## src/rtl/skew_pkg.sv

```systemverilog
// Shared types and sizing helpers for the skew loader slice.
// Optional feature macro used by this slice: SKEW_LOADER_DOUBLE_BUF_EN.
package skew_pkg;

  typedef enum logic {
    FILL = 1'b0,
    FULL = 1'b1
  } state_t;

  localparam int DATA_BITS_DEF   = 8;
  localparam int MATRIX_SIZE_DEF = 8;

  // Number of skewed slots per lane: column k of lane i lands at slot i+k.
  function automatic int out_size(input int n);
    return 2 * n - 1;
  endfunction

  localparam int OUTPUT_SIZE_DEF = out_size(MATRIX_SIZE_DEF);

  typedef logic [0:MATRIX_SIZE_DEF-1][DATA_BITS_DEF-1:0] col_t;
  typedef logic [0:MATRIX_SIZE_DEF-1][0:OUTPUT_SIZE_DEF-1][DATA_BITS_DEF-1:0] image_t;

endpackage

```

## src/rtl/skew_loader_if.sv

```systemverilog
// Column-in / image-out handshake bundle of the skew loader.
interface skew_loader_if #(
  parameter int DATA_BITS   = 8,
  parameter int MATRIX_SIZE = 8,
  parameter int OUTPUT_SIZE = 2 * MATRIX_SIZE - 1
);
  // Both channels are strict valid/ready: a transfer happens on a rising clock edge
  // where valid and ready are both high; valid, once raised, holds with stable data
  // until that transfer; ready may be driven independently of valid.
  logic                                              in_valid;
  logic                                              in_ready;
  logic [0:MATRIX_SIZE-1][DATA_BITS-1:0]             in_col;
  logic                                              out_valid;
  logic                                              out_ready;
  logic [0:MATRIX_SIZE-1][0:OUTPUT_SIZE-1][DATA_BITS-1:0] data_out;

  modport master (
    output in_valid, in_col, out_ready,
    input  in_ready, out_valid, data_out
  );

  modport slave (
    input  in_valid, in_col, out_ready,
    output in_ready, out_valid, data_out
  );
endinterface

```

## src/rtl/skew_bank.sv

```systemverilog
// One skewed image bank: each write drops a column onto its diagonal, clear zeroes all slots.
module skew_bank
  import skew_pkg::*;
#(
  parameter int DATA_BITS   = 8,
  parameter int MATRIX_SIZE = 8,
  parameter int OUTPUT_SIZE = out_size(MATRIX_SIZE)
) (
  input  logic                                              clock,
  input  logic                                              reset,
  input  logic                                              clear,
  input  logic                                              write_en,
  input  logic [$clog2(MATRIX_SIZE+1)-1:0]                  col_idx,
  input  logic [0:MATRIX_SIZE-1][DATA_BITS-1:0]             in_col,
  output logic [0:MATRIX_SIZE-1][0:OUTPUT_SIZE-1][DATA_BITS-1:0] image
);

  // Slots off the diagonal band are only ever written by reset/clear, so they stay 0.
  always_ff @(posedge clock or posedge reset) begin
    if (reset) begin
      image <= '0;
    end else if (clear) begin
      image <= '0;
    end else if (write_en) begin
      for (int i = 0; i < MATRIX_SIZE; i++) begin
        for (int j = 0; j < OUTPUT_SIZE; j++) begin
          if (j == i + int'(col_idx)) begin
            image[i][j] <= in_col[i];
          end
        end
      end
    end
  end

endmodule

```

## src/rtl/skew_loader.sv

```systemverilog
// Builds the diagonally skewed image for the systolic shift register, one column per beat.
// Define SKEW_LOADER_DOUBLE_BUF_EN for two ping-pong banks (no bubble between matrices).
module skew_loader
  import skew_pkg::*;
#(
  parameter int DATA_BITS   = 8,
  parameter int MATRIX_SIZE = 8,
  parameter int OUTPUT_SIZE = out_size(MATRIX_SIZE)
) (
  input  logic                               clock,
  input  logic                               reset,
  input  logic                               flush,
  skew_loader_if.slave                       bus,
  output logic [$clog2(MATRIX_SIZE+1)-1:0]   col_count,
  output state_t                             fsm_state
);

  localparam int CW = $clog2(MATRIX_SIZE + 1);
  localparam logic [CW-1:0] LAST_COL = CW'(MATRIX_SIZE - 1);
  localparam logic [CW-1:0] ALL_COLS = CW'(MATRIX_SIZE);

  if (OUTPUT_SIZE != out_size(MATRIX_SIZE)) begin : g_size_check
    $error("skew_loader: OUTPUT_SIZE must equal 2*MATRIX_SIZE-1");
  end

  logic in_ready_q;
  logic out_valid_q;
  logic accept;
  logic handshake;

  // flush wins over any same-cycle beat or image handoff.
  assign accept    = bus.in_valid & in_ready_q & ~flush;
  assign handshake = out_valid_q & bus.out_ready & ~flush;

  assign bus.in_ready  = in_ready_q;
  assign bus.out_valid = out_valid_q;

`ifdef SKEW_LOADER_DOUBLE_BUF_EN

  logic [0:1][0:MATRIX_SIZE-1][0:OUTPUT_SIZE-1][DATA_BITS-1:0] images;
  logic [1:0]    bank_full;
  logic [1:0]    bank_full_n;
  logic          fill_ptr;
  logic          fill_ptr_n;
  logic          out_ptr;
  logic          out_ptr_n;
  logic          last_accept;
  logic [CW-1:0] count_n;

  for (genvar b = 0; b < 2; b++) begin : g_bank
    skew_bank #(
      .DATA_BITS   (DATA_BITS),
      .MATRIX_SIZE (MATRIX_SIZE),
      .OUTPUT_SIZE (OUTPUT_SIZE)
    ) u_bank (
      .clock    (clock),
      .reset    (reset),
      .clear    (flush | (handshake & (out_ptr == 1'(b)))),
      .write_en (accept & (fill_ptr == 1'(b))),
      .col_idx  (col_count),
      .in_col   (bus.in_col),
      .image    (images[b])
    );
  end

  assign last_accept = accept & (col_count == LAST_COL);

  // The fill pointer leads the output pointer by the number of held banks, so when
  // nothing is held both point at the same bank and data_out shows the partial fill.
  always_comb begin
    bank_full_n = bank_full;
    fill_ptr_n  = fill_ptr;
    out_ptr_n   = out_ptr;
    count_n     = col_count;
    if (handshake) begin
      bank_full_n[out_ptr] = 1'b0;
      out_ptr_n            = ~out_ptr;
    end
    if (last_accept) begin
      bank_full_n[fill_ptr] = 1'b1;
      fill_ptr_n            = ~fill_ptr;
    end
    if (bank_full_n[fill_ptr_n]) begin
      count_n = ALL_COLS;
    end else if (last_accept || (handshake && (out_ptr == fill_ptr))) begin
      count_n = '0;
    end else if (accept) begin
      count_n = col_count + CW'(1);
    end
  end

  always_ff @(posedge clock or posedge reset) begin
    if (reset) begin
      bank_full   <= '0;
      fill_ptr    <= 1'b0;
      out_ptr     <= 1'b0;
      col_count   <= '0;
      in_ready_q  <= 1'b1;
      out_valid_q <= 1'b0;
      fsm_state   <= FILL;
    end else if (flush) begin
      bank_full   <= '0;
      fill_ptr    <= 1'b0;
      out_ptr     <= 1'b0;
      col_count   <= '0;
      in_ready_q  <= 1'b1;
      out_valid_q <= 1'b0;
      fsm_state   <= FILL;
    end else begin
      bank_full   <= bank_full_n;
      fill_ptr    <= fill_ptr_n;
      out_ptr     <= out_ptr_n;
      col_count   <= count_n;
      in_ready_q  <= ~bank_full_n[fill_ptr_n];
      out_valid_q <= bank_full_n[out_ptr_n];
      fsm_state   <= bank_full_n[fill_ptr_n] ? FULL : FILL;
    end
  end

  assign bus.data_out = images[out_ptr];

`else

  logic [0:MATRIX_SIZE-1][0:OUTPUT_SIZE-1][DATA_BITS-1:0] image;

  skew_bank #(
    .DATA_BITS   (DATA_BITS),
    .MATRIX_SIZE (MATRIX_SIZE),
    .OUTPUT_SIZE (OUTPUT_SIZE)
  ) u_bank (
    .clock    (clock),
    .reset    (reset),
    .clear    (flush | handshake),
    .write_en (accept),
    .col_idx  (col_count),
    .in_col   (bus.in_col),
    .image    (image)
  );

  // The handoff cycle itself is the single bubble: in_ready is still low while FULL.
  always_ff @(posedge clock or posedge reset) begin
    if (reset) begin
      fsm_state   <= FILL;
      col_count   <= '0;
      in_ready_q  <= 1'b1;
      out_valid_q <= 1'b0;
    end else if (flush) begin
      fsm_state   <= FILL;
      col_count   <= '0;
      in_ready_q  <= 1'b1;
      out_valid_q <= 1'b0;
    end else begin
      case (fsm_state)
        FILL: begin
          if (accept) begin
            col_count <= col_count + CW'(1);
            if (col_count == LAST_COL) begin
              fsm_state   <= FULL;
              in_ready_q  <= 1'b0;
              out_valid_q <= 1'b1;
            end
          end
        end
        FULL: begin
          if (handshake) begin
            fsm_state   <= FILL;
            col_count   <= '0;
            in_ready_q  <= 1'b1;
            out_valid_q <= 1'b0;
          end
        end
        default: begin
          fsm_state <= FILL;
        end
      endcase
    end
  end

  assign bus.data_out = image;

`endif

endmodule

```

## src/flat_wrapper.sv

```systemverilog
// flat-port wrapper written by rule: the top's interface ports become plain ports
module skew_loader_flat import skew_pkg::*;
#(
  parameter int DATA_BITS   = 8,
  parameter int MATRIX_SIZE = 8,
  parameter int OUTPUT_SIZE = out_size(MATRIX_SIZE)
)
  (clock, reset, flush, col_count, fsm_state, bus_in_valid, bus_in_col, bus_out_ready, bus_in_ready, bus_out_valid, bus_data_out);
  skew_loader_if #(.DATA_BITS(DATA_BITS), .MATRIX_SIZE(MATRIX_SIZE), .OUTPUT_SIZE(OUTPUT_SIZE)) bus_i ();
  input  logic clock;
  input  logic reset;
  input  logic flush;
  output logic [$clog2(MATRIX_SIZE+1)-1:0] col_count;
  output state_t fsm_state;
  input wire logic [$bits(bus_i.in_valid)-1:0] bus_in_valid;
  input wire logic [$bits(bus_i.in_col)-1:0] bus_in_col;
  input wire logic [$bits(bus_i.out_ready)-1:0] bus_out_ready;
  output wire logic [$bits(bus_i.in_ready)-1:0] bus_in_ready;
  output wire logic [$bits(bus_i.out_valid)-1:0] bus_out_valid;
  output wire logic [$bits(bus_i.data_out)-1:0] bus_data_out;
  assign bus_i.in_valid = bus_in_valid;
  assign bus_i.in_col = bus_in_col;
  assign bus_i.out_ready = bus_out_ready;
  assign bus_in_ready = bus_i.in_ready;
  assign bus_out_valid = bus_i.out_valid;
  assign bus_data_out = bus_i.data_out;
  skew_loader #(.DATA_BITS(DATA_BITS), .MATRIX_SIZE(MATRIX_SIZE), .OUTPUT_SIZE(OUTPUT_SIZE)) u_core (.clock(clock), .reset(reset), .flush(flush), .bus(bus_i), .col_count(col_count), .fsm_state(fsm_state));
endmodule
```

## config.mk

```make
export PLATFORM = sky130hd
export DESIGN_NAME = skew_loader_flat
export DESIGN_NICKNAME = d
export VERILOG_FILES = /design/src/rtl/skew_pkg.sv /design/src/rtl/skew_loader_if.sv /design/src/rtl/skew_bank.sv /design/src/rtl/skew_loader.sv /design/src/flat_wrapper.sv
export SDC_FILE = /design/constraint.sdc
export NUM_CORES = 2
export LEC_CHECK = 0
export ABC_AREA = 1
export BUFFER_PORTS_ARGS = -buffer_cell sky130_fd_sc_hd__buf_2
export CELL_PAD_IN_SITES_DETAIL_PLACEMENT = 1
export CELL_PAD_IN_SITES_GLOBAL_PLACEMENT = 1
export CORE_AREA = 4 4 405 407
export CTS_CLUSTER_DIAMETER = 120
export DETAILED_ROUTE_END_ITERATION = 6
export DIE_AREA = 0 0 409 411
export GPL_TIMING_DRIVEN = 0
export PLACE_DENSITY = 0.56
export SLEW_MARGIN = 0
export SYNTH_ARGS = -nofsm -noshare
export SYNTH_HDL_FRONTEND = slang
export SYNTH_HIERARCHICAL = 1
export SYNTH_SLANG_ARGS = --single-unit
```

## constraint.sdc

```tcl
create_clock -name clock -period 28.9 [get_ports clock]
set_input_delay 4.335 -clock clock [delete_from_list [all_inputs] [get_ports clock]]
set_output_delay 4.335 -clock clock [all_outputs]
set_load 0.005 [all_outputs]
```

== Word-level counts from Yosys, hierarchy flattened ==
Cells that the tools add are included.
Cells by class
  reduce and logical (&&, ||, !) cells: 251
  multipliers: 0
  muxes and demuxes: 141
  equal/unequal tests: 116
  divide/modulo/power cells: 0
  $add $sub $neg: 8
  order comparisons: 0
  bitwise gates (word level): 7
  shift operators: 0
Operators by type and width (count)
  960-bit 2-to-1 mux: 2
  5-bit by 32-bit == test with 1-bit output (first input constant): 42
  8-bit 2-to-1 mux: 120
  4-bit by 32-bit == test with 1-bit output (first input constant): 28
  3-bit by 32-bit == test with 1-bit output (first input constant): 14
  32-bit zero test: 8
  2-bit AND reduction: 121
  2-bit nonzero test: 121
  2-bit by 32-bit == test with 1-bit output (first input constant): 7
  4-bit by 5-bit == test with 1-bit output (first input constant): 7
  4-bit == test (first input constant): 8
  3-bit by 4-bit adder with 5-bit output (first input constant): 4
  3-bit by 4-bit == test with 1-bit output (first input constant): 4
  1-bit 2-to-1 mux: 12
  4-bit 2-to-1 mux: 3
  2-bit by 4-bit adder with 5-bit output (first input constant): 2
  2-bit by 4-bit == test with 1-bit output (first input constant): 2
  4-bit one-hot mux with 2 select lines: 1
  3-bit by 2-bit != test with 1-bit output (second input constant): 2
  1-bit one-hot mux with 2 select lines: 3
  1-bit by 4-bit adder with 5-bit output (first input constant): 1
  4-bit by 1-bit adder with 4-bit output (second input constant): 1
  1-bit bitwise AND: 4
  4-bit by 3-bit == test with 1-bit output (second input constant): 1
  4 further kinds: 5
Storage, ports and cells
  input port bits: 69
  bits in latches: 0
  RAM bits: 0
  register bits after elaboration: 967
  memories: 0
  ROM bits: 0

== Depth between registers and ports, before layout ==
  word-level depth: 5
  depth in mapped cells: 11
  gate-level depth less buffers: 10

== Cells and area by module ==
The synthesis kept the hierarchy.
Modules (own cells, without submodules)
  skew_bank: times used 1, area each 37561.0 µm², cells each 3990, sequential area each 24023.0 µm²
  skew_loader: times used 1, area each 385.4 µm², cells each 49, sequential area each 176.4 µm²

== Least setup slack after synthesis ==
OpenSTA, ideal clock, no wires.
  path type: input to register
  start point: input port bus_in_valid
  end point: register u_core/u_bank/image[272] (netlist name)
  path buffers: 3
  setup time: 132 ps
  data arrival time: 5806 ps
  path slack: 22962 ps
  stages on the path: 10
  cell sequence: nand2_1 > nor2_1 > nand3_2 > nor2_1 > buf_4 > nand2_1 > buf_2 > buf_2 > nand3_1 > o21ai_1
On the way
  cells in the longest elaborated chain, start to end: 4
RTL lines
  start: declaration: line flat_wrapper.sv:15  | input wire logic [$bits(bus_i.in_valid)-1:0] bus_in_valid;
  1-bit bitwise AND (2 in a row): line skew_loader.sv:32  | assign accept = bus.in_valid & in_ready_q & ~flush;
  via u_core.accept: line skew_loader.sv:28  | logic accept;
  2-bit nonzero test (no source line)
  2-bit AND reduction (no source line)
The timed path passes the listed nets, and every way through them passes these cells.
A chain may end at the register's enable or synchronous reset.

== Worst setup path in the final report ==
  start point: input port bus_out_ready
  end point: register u_core/u_bank/image[749] (netlist name)
On the way
  cells in the longest elaborated chain, start to end: 5
RTL lines
  start: declaration: line flat_wrapper.sv:17  | input wire logic [$bits(bus_i.out_ready)-1:0] bus_out_ready;
  1-bit bitwise AND * (2 in a row): line skew_loader.sv:33  | assign handshake = out_valid_q & bus.out_ready & ~flush;
  1-bit OR *: line skew_loader.sv:133  | .clear (flush | handshake),
  2-bit nonzero test (no source line)
  2-bit AND reduction (no source line)
Every way passes the cells marked *; elsewhere a longest branch is shown, timed or not.

==> results.md <==
* PortBufs at 1035
* Yosys warning total at 6
* Top cell type's share of synthesized area at 63.7%
* Post-DR vias/cell at between 4 and 5
* Row cnt at roughly 150
* Period utilization at around a quarter
* Post-route ant nets at 0
* Hold Path End: u_core/u_bank/image[230]
* Total wire length at between 200000 and 250000 µm
* R2r startpoint: u_core/bus.out_valid
* Worst hold stages at 2
* Residual DRC at 0
* Reg2reg end: u_core/u_bank/image[749]
* I/O Pins at 1036
* Total power at 3.17 mW
* Static leakage at approximately 28 nW
* Final setup vio count at 0
* R2R setup slack at 25050 ps
* DR iter-0 viols at 2384
* Actual slew at the worst max-slew pin at 1090 ps
* Post-Syn Area at 37900 µm²
* Reg2reg path depth at 10
* Minimum clock period at 7180 ps
* Commonest non-fill, non-tap cell in the layout: buf_2
* Hold Path Class: flop to flop
* FF/Latch Area at 24200 µm²
* CP Class: input port to flop
* Syn Nets at a little over 4000
* Hold buffer count at CTS at 0
* CP arrival at 7810 ps
* H-tree levels at 3
* Die area at approximately 170000 µm²
* Global-route wire length before repair at 283000 µm
* Multi-input logic area at 11700 µm²
* 1st-pass router iterations at 5
* Number of global-route vias before repair at between 30000 and 40000
* Area growth syn-to-layout at 32.6%
* Starting Density at 23.7%
* Average size of a mapped cell at 9.39 µm²
* CTS tree: built
* Clock slew at reported path FFs at 60 ps
* Routed via count at 35098
* Core Region at approximately 160000 µm²
* Hpwl dp at 156000 µm
* Max Fclk at roughly 0.14 GHz
* Post_cts resized at 0
* Final Hold Viols at 0
* Max FO, Critical Path at 12
* Worst setup SP type: input port
* Root buffer cell: clkbuf_16
* Synth area leader: dfrtp_1
* Max Cap Viol at 0
* All-Layer GR Usage at 23.2%
* CTS Buffer Depth at 3
* RSZ-0062 raised after global routing: no
* Share of layout cells above drive strength 1 at 27.3%
* NumNets Final at 5294
* Final Non-Filler Cells at 7484
* Clock sink total at 967
* Fillers at approximately 19000
* Setup Fix Bufs, Post-CTS at 0
* Largest cells by area after synthesis: dfrtp_1 (64%), nand3_1 (13%), nand2_1 (9.6%), o21ai_0 (5.6%), inv_1 (2.1%)
* Post-synthesis register bit count at 967
* Die Height at slightly above 400 µm
* Worst skew pair latency at 740 ps
* Slew HR at 27.4%
* Seq/Total Area, Yosys at between 60 and 70%
* Critical Path End Type: flop
* Post-synth cell types at 27
* Avg WL per Cell at 26.9 µm
* Syn Inst Count at 4039
* Source of the worst hold timing path: u_core/u_bank/image[230]
* GPL Wtd Cong at 0.845
* Outcome: finished, final reports clean
* GRT overflow at 0
* Worst EP required at 29530 ps
* Largest net degree at the start of global routing at 41
* Maximum VDD drop at 0.0000522 V
* Dpl cells at a little over 7000
* Clock skew at 33.8 ps
* Final TNS setup at 0 ps
* Num CTS Buffers at 114
* Most frequent cells in the layout: buf_2 (1160), nand2_1 (972), nand3_1 (968)
* Final slew viol count at 0
* Die X at 409 µm
* Antenna violations before repair at 20
* PwrDens at 63.1 nW/µm²
report_power, final:
part	internal [mW]	leakage, nW	switching, mW
registers	1.38	13.3	0.0189
clock network	0.870	1.90	0.625
logic	0.0619	12.7	0.214
total	2.32	27.9	0.858
cells by family after synthesis:
family / Yosys count / synth area share (%)
AOI/OAI and AO/OA: 484 / 6.41
buffers and inverters: 502 / 5.47
and+or+nand+nor: 2078 / 24.1
xor gates and xnor gates: 2 / 0.0462
DFF: 967 / 63.8
adders and majority gates: 6 / 0.198
synth_stat cells (all sizes together):
cell    count
nand2     984
dfstp       1
ha          6
nand3     974
buf       142
xor2        1
o21ai     480
dfrtp     966
inv       238
nand4       1
clkinv      1
xnor2       1
or2         1
a21oi       4
nor2      118
clkbuf    121
per-stage QoR:
step,instance area (µm²),worst slack (ps),utilization (%),hold WS [ps]
detailed placement,46400,20850,29.0,460
global route,50300,21600,31.4,497
global placement,45800,4120,28.6,453
finish,50300,21720,31.4,475
floorplan,38000,11350,-,460
CTS,50300,21660,31.4,478
metal layers:
layer | GRT usage (%) | up-vias | share of wire (%) | wire [µm]
li1 | - | 15699 | - | -
met1 | 29.3 | 18038 | 42 | 84000
met2 | 38.4 | 1104 | 47 | 95200
met3 | 6.22 | 255 | 7.4 | 15000
met4 | 8.15 | 2 | 3.6 | 7240
met5 | 0 | - | 0.0070 | 14
worst max path at each step:
stage,from,endpoint,cells past startpoint
5_1_grt,bus_out_ready,u_core/u_bank/image[726],11
3_5_place_dp,bus_out_ready,u_core/u_bank/image[749],11
3_3_place_gp,reset,u_core/u_bank/image[288],2
2_1_floorplan,reset,u_core/u_bank/image[0],1
6_report,bus_out_ready,u_core/u_bank/image[749],11
4_1_cts,bus_out_ready,u_core/u_bank/image[749],11
layout make-up:
| type | count | share of cell area (%) |
|---|---|---|
| Clock inverter | 40 | 0.980 |
| Buffer | 263 | 2.34 |
| Tap cell | 2160 | 5.37 |
| Clock buffer | 172 | 6.71 |
| Sequential cell | 967 | 48.1 |
| Inverter | 239 | 1.79 |
| Multi-Input combinational cell | 2570 | 23.2 |
| Timing Repair Buffer | 1064 | 11.5 |
| Antenna cell | 9 | 0.0448 |
worst max-delay path, stage by stage:
cell	delay, ps
buf_2	100
nand2_1	130
nand2_1	70
buf_2	250
inv_2	200
buf_4	330
buf_2	550
nand2_1	780
inv_1	730
nand2_1	190
o21ai_0	120
flip-flops by register name, indices dropped and copies added, names as in the netlist:
register and flops:
u_core/bus.out_valid 1, u_core/col_count 4, u_core/u_bank/image 960, u_core/fsm_state 1
u_core/bus.in_ready 1
Note: power is estimated with default switching activity, not from simulation.
